<file path="src/rtl/ps2_tx_multi.sv">
// Multi-channel PS/2 device-side transmitter: per-channel byte FIFOs feeding
// 11-bit PS/2 frames clocked from one shared divided square wave.
module ps2_tx_multi #(
   parameter int NUM_CH    = 2,
   parameter int CH_BITS   = 1,
   parameter int FIFO_BITS = 3,
   parameter int CLK_DIV   = 1000,
   parameter int GAP_BITS  = 2
) (
   input  logic               clk_sys,
   input  logic               reset,
   input  logic               wr_strobe,
   input  logic [CH_BITS-1:0] wr_ch,
   input  logic [7:0]         wr_data,
   input  logic               flush,
   output logic [NUM_CH-1:0]  ps2_clk_out,
   output logic [NUM_CH-1:0]  ps2_data_out,
   output logic [NUM_CH-1:0]  fifo_empty,
   output logic [NUM_CH-1:0]  fifo_full,
   output logic [NUM_CH-1:0]  busy,
   output logic [NUM_CH-1:0]  ovf
);

   localparam int DEPTH = 2 ** FIFO_BITS;
   localparam int CNT_W = $clog2(CLK_DIV);
   localparam int GAP_W = (GAP_BITS > 1) ? $clog2(GAP_BITS) : 1;

   typedef enum logic [2:0] {S_IDLE, S_START, S_DATA, S_PAR, S_STOP, S_GAP} state_t;

   logic [CNT_W-1:0] cnt_q, cnt_d;
   logic             phase_q, phase_d;
   logic             rise_tick;

   // Shared divider: flush leaves it running so all channels keep one phase.
   always_comb begin
      cnt_d     = cnt_q + 1'b1;
      phase_d   = phase_q;
      rise_tick = 1'b0;
      if (cnt_q == CNT_W'(CLK_DIV - 1)) begin
         cnt_d     = '0;
         phase_d   = ~phase_q;
         rise_tick = ~phase_q;
      end
   end

   always_ff @(posedge clk_sys) begin
      if (reset) begin
         cnt_q   <= '0;
         phase_q <= 1'b0;
      end else begin
         cnt_q   <= cnt_d;
         phase_q <= phase_d;
      end
   end

   for (genvar c = 0; c < NUM_CH; c++) begin : g_ch
      logic [FIFO_BITS:0] wr_ptr_q, wr_ptr_d, rd_ptr_q, rd_ptr_d;
      logic               ovf_q, ovf_d;
      logic               empty, full, sel, push, pop;
      logic [7:0]         mem_q [DEPTH];
      state_t             state_q;
      logic [7:0]         shift_q;
      logic               par_q, data_q;
      logic [2:0]         bit_q;
      logic [GAP_W-1:0]   gap_q;

      assign empty = (wr_ptr_q == rd_ptr_q);
      assign full  = (wr_ptr_q[FIFO_BITS] != rd_ptr_q[FIFO_BITS]) &&
                     (wr_ptr_q[FIFO_BITS-1:0] == rd_ptr_q[FIFO_BITS-1:0]);
      assign sel   = wr_strobe && !flush && (wr_ch == CH_BITS'(c));
      // Fullness is judged before any same-cycle pop, so a coincident write is still dropped.
      assign push  = sel && !full;
      assign pop   = rise_tick && (state_q == S_IDLE) && !empty && !flush;

      always_comb begin
         wr_ptr_d = wr_ptr_q + (FIFO_BITS + 1)'(push);
         rd_ptr_d = rd_ptr_q + (FIFO_BITS + 1)'(pop);
         ovf_d    = ovf_q | (sel && full);
         if (flush) begin
            wr_ptr_d = '0;
            rd_ptr_d = '0;
            ovf_d    = 1'b0;
         end
      end

      always_ff @(posedge clk_sys) begin
         if (reset) begin
            wr_ptr_q <= '0;
            rd_ptr_q <= '0;
            ovf_q    <= 1'b0;
         end else begin
            wr_ptr_q <= wr_ptr_d;
            rd_ptr_q <= rd_ptr_d;
            ovf_q    <= ovf_d;
         end
      end

      always_ff @(posedge clk_sys) begin
         if (push) mem_q[wr_ptr_q[FIFO_BITS-1:0]] <= wr_data;
      end

      // Frame sequencer; data changes only as the PS/2 clock rises.
      always_ff @(posedge clk_sys) begin
         if (reset || flush) begin
            state_q <= S_IDLE;
            data_q  <= 1'b1;
            par_q   <= 1'b0;
            bit_q   <= '0;
            gap_q   <= '0;
         end else if (rise_tick) begin
            case (state_q)
               S_IDLE: begin
                  if (pop) begin
                     shift_q <= mem_q[rd_ptr_q[FIFO_BITS-1:0]];
                     par_q   <= 1'b1;
                     data_q  <= 1'b0;
                     state_q <= S_START;
                  end
               end
               S_START: begin
                  data_q  <= shift_q[0];
                  shift_q <= shift_q >> 1;
                  par_q   <= par_q ^ shift_q[0];
                  bit_q   <= '0;
                  state_q <= S_DATA;
               end
               S_DATA: begin
                  if (bit_q == 3'd7) begin
                     data_q  <= par_q;
                     state_q <= S_PAR;
                  end else begin
                     data_q  <= shift_q[0];
                     shift_q <= shift_q >> 1;
                     par_q   <= par_q ^ shift_q[0];
                     bit_q   <= bit_q + 3'd1;
                  end
               end
               S_PAR: begin
                  data_q  <= 1'b1;
                  state_q <= S_STOP;
               end
               S_STOP: begin
                  data_q  <= 1'b1;
                  gap_q   <= GAP_W'(GAP_BITS - 1);
                  state_q <= S_GAP;
               end
               S_GAP: begin
                  if (gap_q == '0) state_q <= S_IDLE;
                  else             gap_q   <= gap_q - 1'b1;
               end
               default: state_q <= S_IDLE;
            endcase
         end
      end

      assign ps2_clk_out[c]  = phase_q | (state_q == S_IDLE) | (state_q == S_GAP);
      assign ps2_data_out[c] = data_q;
      assign fifo_empty[c]   = empty;
      assign fifo_full[c]    = full;
      assign busy[c]         = (state_q != S_IDLE);
      assign ovf[c]          = ovf_q;
   end

endmodule

</file>
<file path="config.mk">
export PLATFORM = sky130hd
export DESIGN_NAME = ps2_tx_multi
export DESIGN_NICKNAME = d
export VERILOG_FILES = /design/src/rtl/ps2_tx_multi.sv
export SDC_FILE = /design/constraint.sdc
export NUM_CORES = 1
export LEC_CHECK = 0
export ABC_AREA = 1
export CORE_ASPECT_RATIO = 1.75
export CORE_MARGIN = 4
export CORE_UTILIZATION = 50
export DETAILED_ROUTE_END_ITERATION = 10
export GPL_TIMING_DRIVEN = 0
export PLACE_DENSITY = 0.67
export SLEW_MARGIN = 25
export SYNTH_ARGS = -nofsm -noshare
export SYNTH_HDL_FRONTEND = slang
export SYNTH_SLANG_ARGS = --single-unit
</file>
<file path="constraint.sdc">
create_clock -name clk_sys -period 4.75 [get_ports clk_sys]
set_input_delay 1.425 -clock clk_sys [delete_from_list [all_inputs] [get_ports clk_sys]]
set_output_delay 1.425 -clock clk_sys [all_outputs]
set_load 0.05 [all_outputs]
</file>
Word-level counts from Yosys, hierarchy flattened
Memory sizes are Yosys's and may differ from the RTL's. A register that Yosys moved wholly into a read port is not among the register bits.
Index checks and enable logic that the tools add are counted.
{"block": "totals", "ramBits": 128, "wordCells": 159, "ff_bits": 63, "in_bits": 13, "output_inout_bits": 12, "n_memories": 2}
{"name": "g_ch[0].mem_q", "depth": 8, "word_bits": 8, "read_ports": 1, "rd_clocked_by_memory_dff": 1, "write_ports": 1, "line_no": "60", "rtl": "logic [7:0] mem_q [DEPTH];"}
{"name": "g_ch[1].mem_q", "depth": 8, "word_bits": 8, "read_ports": 1, "rd_clocked_by_memory_dff": 1, "write_ports": 1, "line_no": "60"}
{"block": "op_classes", "bitwise": 11, "addsub": 9, "muxes": 41, "reduce_logical": 49, "n_eq_ne": 27}
{"operator": "case mux 8 bit (3 select lines)", "count": 2}
{"operator": "case mux 3 bit (6 select lines)", "count": 2}
{"operator": "two-way mux 8 bit", "count": 4}
{"operator": "two-way mux 3 bit", "count": 10}
{"operator": "equality test 3 bit (second input constant)", "count": 6}
{"operator": "adder 4 x 1 -> 4 bit", "count": 4}
{"operator": "!= test 2 bit (second input constant)", "count": 8}
{"operator": "AND reduction 4 bit", "count": 4}
{"operator": "logical AND 1 bit", "count": 15}
{"operator": "two-way mux 1 bit", "count": 15}
{"operator": "equality test 3 x 2 -> 1 bit (second input constant)", "count": 4}
{"operator": "case mux 3 bit (2 select lines)", "count": 2}
{"operator": "AND reduction 3 bit", "count": 4}
{"operator": "nonzero test 3 bit", "count": 4}
{"operator": "adder 10 x 1 -> 10 bit (second input constant)", "count": 1}
{"operator": "equality test 10 bit (second input constant)", "count": 1}
{"operator": "AND reduction 5 bit", "count": 2}
{"operator": "equality test 4 bit", "count": 2}
{"operator": "case mux 1 bit (4 select lines)", "count": 2}
{"operator": "nonzero test 2 bit", "count": 4}
{"operator": "nonzero test 4 bit", "count": 2}
{"operator": "OR reduction 2 bit", "count": 4}
{"operator": "adder 3 x 1 -> 3 bit (second input constant)", "count": 2}
{"operator": "equality test 3 x 1 -> 1 bit (second input constant)", "count": 2}
{"operator": "12 further kinds", "count": 31}

Depth between registers and ports, before layout
{"block": "logic_depth", "ltp_word": 7, "ltp_mapped": 12, "ltp_nobuf": 11}

Least setup slack after synthesis
No wires, ideal clock.
{"block": "synth_timing", "path_type": "reg2out", "startpoint": "reg g_ch[1].state_q[0]", "endpoint": "out ps2_clk_out[1]", "path_slack_ns": 1.877, "path_stages_with_launch": 4, "t_arrival_ns": 1.448, "t_required_ns": 3.325, "n_path_buf": 0, "path_cell_list": "dfxtp_1 -> nor2_1 -> nand2_1 -> o211ai_1"}
{"block": "synth_between", "elab_chain_cells": 3, "word_cells_on_any_way": 4, "classes_between": "eq/ne: 1; bitwise: 2; reduce/logical: 1"}
{"element": "from (decl)", "line_no": "61", "rtl": "state_t state_q;"}
{"element": "from (signal assigned)", "line_no": "105", "rtl": "state_q <= S_IDLE;"}
{"element": "from (signal assigned)", "line_no": "117", "rtl": "state_q <= S_START;"}
{"element": "from (signal assigned)", "line_no": "125", "rtl": "state_q <= S_DATA;"}
{"element": "zero test 3 bit", "line_no": "156", "rtl": "assign ps2_clk_out[c] = phase_q | (state_q == S_IDLE) | (state_q == S_GAP);"}
{"element": "bitwise OR 1 bit", "line_no": "156"}
{"element": "bitwise OR 1 bit *", "line_no": "156"}
{"element": "to (decl)", "line_no": "16", "rtl": "output logic [NUM_CH-1:0] ps2_clk_out,"}
Mark *: on every way between the ends. The rest lies on a longest branch, timed or not.

Final worst setup path
{"block": "layout_timing", "startpoint": "reg g_ch[0].rd_ptr_q[1]", "endpoint": "out fifo_full[0]"}
{"block": "layout_between", "elab_chain_cells": 2}
{"element": "from (decl)", "line_no": "57", "rtl": "logic [FIFO_BITS:0] wr_ptr_q, wr_ptr_d, rd_ptr_q, rd_ptr_d;"}
{"element": "from (signal assigned)", "line_no": "93", "rtl": "rd_ptr_q <= rd_ptr_d;"}
{"element": "equality test 3 bit", "line_no": "69", "rtl": "(wr_ptr_q[FIFO_BITS-1:0] == rd_ptr_q[FIFO_BITS-1:0]);"}
{"element": "logical AND 1 bit", "line_no": "68", "rtl": "assign full = (wr_ptr_q[FIFO_BITS] != rd_ptr_q[FIFO_BITS]) &&"}
{"element": "to (decl)", "line_no": "19", "rtl": "output logic [NUM_CH-1:0] fifo_full,"}
Every way passes these cells.

==> impl_metrics.csv <==
group,metric,value,unit
drt,top_layer,"met4",
placed_design,port_buffers,24,
layout,final_layout_size_suffix_gt1_share,9.750,%
yosys,synth-simple-area-share,16.90,%
die,dieHeight,177.2,um
sta,slew_violations,0,
yosys,synth_top_area_cell,"edfxtp_1",
die,die_w,104.7,um
grt,overflow,0,
grt,grt_max_degree,22,
setup_path,r2r_cells,9,
clock_network,clk_latency,0.44,ns
clock_network,post_cts_resized,0,
setup_path,startpoint_type,"flip-flop",
sta,rsz0062_at_grt,"false",
clock_network,numClockSinks,191,
placed_design,post-dp-hpwl,12.51,mm
hold_path,hold_path_class,"flip-flop to flip-flop",
placed_design,dp_slack,0.8198,ns
sta,tightest_slew,0.8702,ns
yosys,synth_flop_cell,"edfxtp_1",
die,die-area,0.01855,sq mm
sta,fmax,256.2,MHz
clock_network,cts_root_buffer,"clkbuf_16",
clock_network,cts_buffer_depth,2,
sta,min_period_over_period,82.17,%
clock_network,cts.clk_slew.worst_paths,0.08,ns
setup_path,worst-setup-path-type,"flip-flop to output pin",
clock_network,cts-hold-fix-buffers,0,
hold_path,hold_depth,1,
yosys,avgSynthCellArea,10.42,sq um
grt,grt_pass1_wl,28.08,mm
drt,drtAntennaViolNets,0,
sta,relSlewSlack,41.77,%
setup_path,cpMaxStageDelayCell,"clkdlybuf4s50_1",
drt,routedWlPerCell,17.50,um
clock_network,cts_max_level,4,
setup_path,path_buf_inv,5,
die,io_pins,25,
setup_path,r2r_slack,2.26,ns
job,maxCapViolations,0,
layout,nets,854,
yosys,async_reset_ff_share,0,%
setup_path,worst_path_largest_cell_delay,0.79,ns
drt,wl_met3,919,um
yosys,synth_top_family_by_area,"simple AND/OR/NAND/NOR gates",
yosys,syn_area,0.008182,sq mm
sta,fin_worst_skew,0.01089,ns
power,p_per_area,361.0,mW/mm^2
drt,first_iter_violations,433,
yosys,yosysWarnings,0,
clock_network,cts_tree,"yes",
setup_path,crit_family,"buffers and inverters",
setup_path,path_depth,9,
layout,syn2layout_area_growth,13.50,%
power,vdd_drop_max,191.6,uV
yosys,synth_top_area_share,52.85,%
drt,drcViolationCount,0,
setup_path,path_cells,"buf_4 > inv_2 > nand2_1 > nand2_1 > nor2_1 > nand4_1 > inv_1 > buf_4 > clkdlybuf4s50_1",
yosys,yosys-top-cells-area,"edfxtp_1, dfxtp_1, nor2_1",
yosys,synth_compound_area_share,10.61,%
drt,via_per_inst,5.666,
clock_network,numCtsBuffers,17,
setup_path,end_kind,"output pin",
yosys,syn_nets,811,
sta,setup_viol,0,
outcome,status,"complete, no violations",
yosys,synthXorXnorAreaFrac,0.8564,%
drt,met1Wirelength,7.107,mm
power,p_leak,3.324,nW
grt,antenna_found_initial,0,
placed_design,gp_congestion,0.8633,
die,rows,61,
sta,report.final.hold_viol_count,0,
sta,min_period,3.903,ns
yosys,muxShareOfSynthArea,0,%
setup_path,crit_arrival,2.48,ns
yosys,synth_cells,785,
die,coreArea,0.01595,sq mm
grt,grt_util_all_layers,19.50,%
drt,dr_total_vias,5836,
yosys,synth.distinct_cells,38,
drt,dr.pass1.iters,5,
grt,first_global_vias,5717,
setup_path,cp_data_required_time,3.32,ns
clock_network,post_cts_buffers,0,
layout,antenna_cells,0,
drt,wirelength,18.03,mm
drt,wl_met2,9.558,mm
layout,fillCellCount,1334,
setup_path,cp_max_fo,10,
sta,fin_hold_ws,0.4514,ns
yosys,synthAdderAreaFrac,1.988,%
sta,setup_ws,0.8468,ns
yosys,ys_seq_area_share,64.35,%
yosys,synth-seq-cells,191,
yosys,synth_edf_count,144,
sta,fin_setup_tns,0,ns
die,start_util,51.29,%
-- routing by layer --
layer	vias to the layer above	global-route usage [%]
li1	2794	-
met3	40	3.140
met5	-	0
met4	0	9.360
met2	214	35.76
met1	2788	21.96
-- logic make-up (layout without fill, tap and decap cells) --
kind of cell,Yosys count,in the layout
simple gates,323,323
buf+inv,104,160
flops,191,191
compound gates,146,146
fa+ha+maj,13,13
xor+xnor,8,8
-- registers in the layout, summed over array words and instances, names as in the netlist --
name,flops
g_ch.gap_q,2
g_ch.wr_ptr_q,8
g_ch.state_q,6
g_ch.ovf_q,2
cnt_q,10
g_ch.mem_q,128
g_ch.par_q,2
g_ch.rd_ptr_q,8
g_ch.bit_q,6
phase_q,1
g_ch.data_q,2
g_ch.shift_q,16
-- worst register-to-register path, stage by stage (launching register included) --
cell and delay, ns:
dfxtp_1 0.35, ha_1 0.19, nand2_2 0.10, inv_2 0.08, nand4_1 0.15, nor2_2 0.38, inv_2 0.15, a21oi_4 0.17
nand2_1 0.07, nor2_1 0.49
-- cell usage after synthesis (all sizes together) (2+ instances only) --
cell and instances:
or2 2, a22oi 2, xor2 4, clkbuf 18
nand4 9, ha 13, o21ai 84, o211a 2
inv 69, nand3 29, dfxtp 47, xnor2 4
a21oi 20, a31oi 2, nor2 153, o211ai 2
o221ai 20, edfxtp 144, nand2 121, o22ai 12
buf 16, nor3 7
-- final cells by class --
type | instances | area (sq um) | share of cell area, %
Sequential cell | 191 | 5265 | 56.70
Multi-Input combinational cell | 490 | 2484 | 26.74
Clock buffer | 17 | 425.4 | 4.581
Inverter | 70 | 262.8 | 2.829
Timing Repair Buffer | 24 | 240.2 | 2.587
Tap cell | 189 | 236.5 | 2.546
Clock inverter | 15 | 202.7 | 2.183
Buffer | 34 | 170.2 | 1.832
-- final timing paths --
kind                              to                 from
setup / recovery        fifo_full[0]  g_ch[0].rd_ptr_q[1]
hold / removal              cnt_q[0]             cnt_q[0]
setup reg to reg  g_ch[0].shift_q[4]             cnt_q[0]
hold reg to reg             cnt_q[0]             cnt_q[0]
-- power by group --
part | total, mW | leakage [nW] | switching (mW) | internal [mW]
Combinational | 0.0652 | 1.34 | 0.0456 | 0.0196
Clock | 1.49 | 0.304 | 0.717 | 0.771
Sequential | 1.80 | 1.68 | 0.00310 | 1.80
-- metrics by stage --
stage / instances / util, % / total power [mW] / area, sq um
6_report: 1030 / 58.22 / 3.352 / 9286
3_5_place_dp: 998 / 54.28 / 1.904 / 8658
2_1_floorplan: 785 / - / 1.864 / 8182
3_3_place_gp: 998 / 54.28 / 1.901 / 8658
4_1_cts: 1030 / 58.22 / 3.377 / 9286
5_1_grt: 1030 / 58.22 / 3.444 / 9286
-- layout by cell type (no fill, tap or decap), types with 5 or more instances in the layout --
master	instances
clkdlybuf4s50_1	24
nand2_2	8
o221ai_1	20
clkbuf_1	18
nand3_1	23
inv_1	58
o21ai_0	84
inv_2	11
nand4_1	9
nand3_2	5
buf_4	10
nand2_1	113
clkbuf_16	17
dfxtp_1	47
a21oi_1	18
nor3_1	7
nor2_1	147
edfxtp_1	144
ha_1	13
o22ai_1	12
No activity file was read; power rests on OpenSTA's default activity.
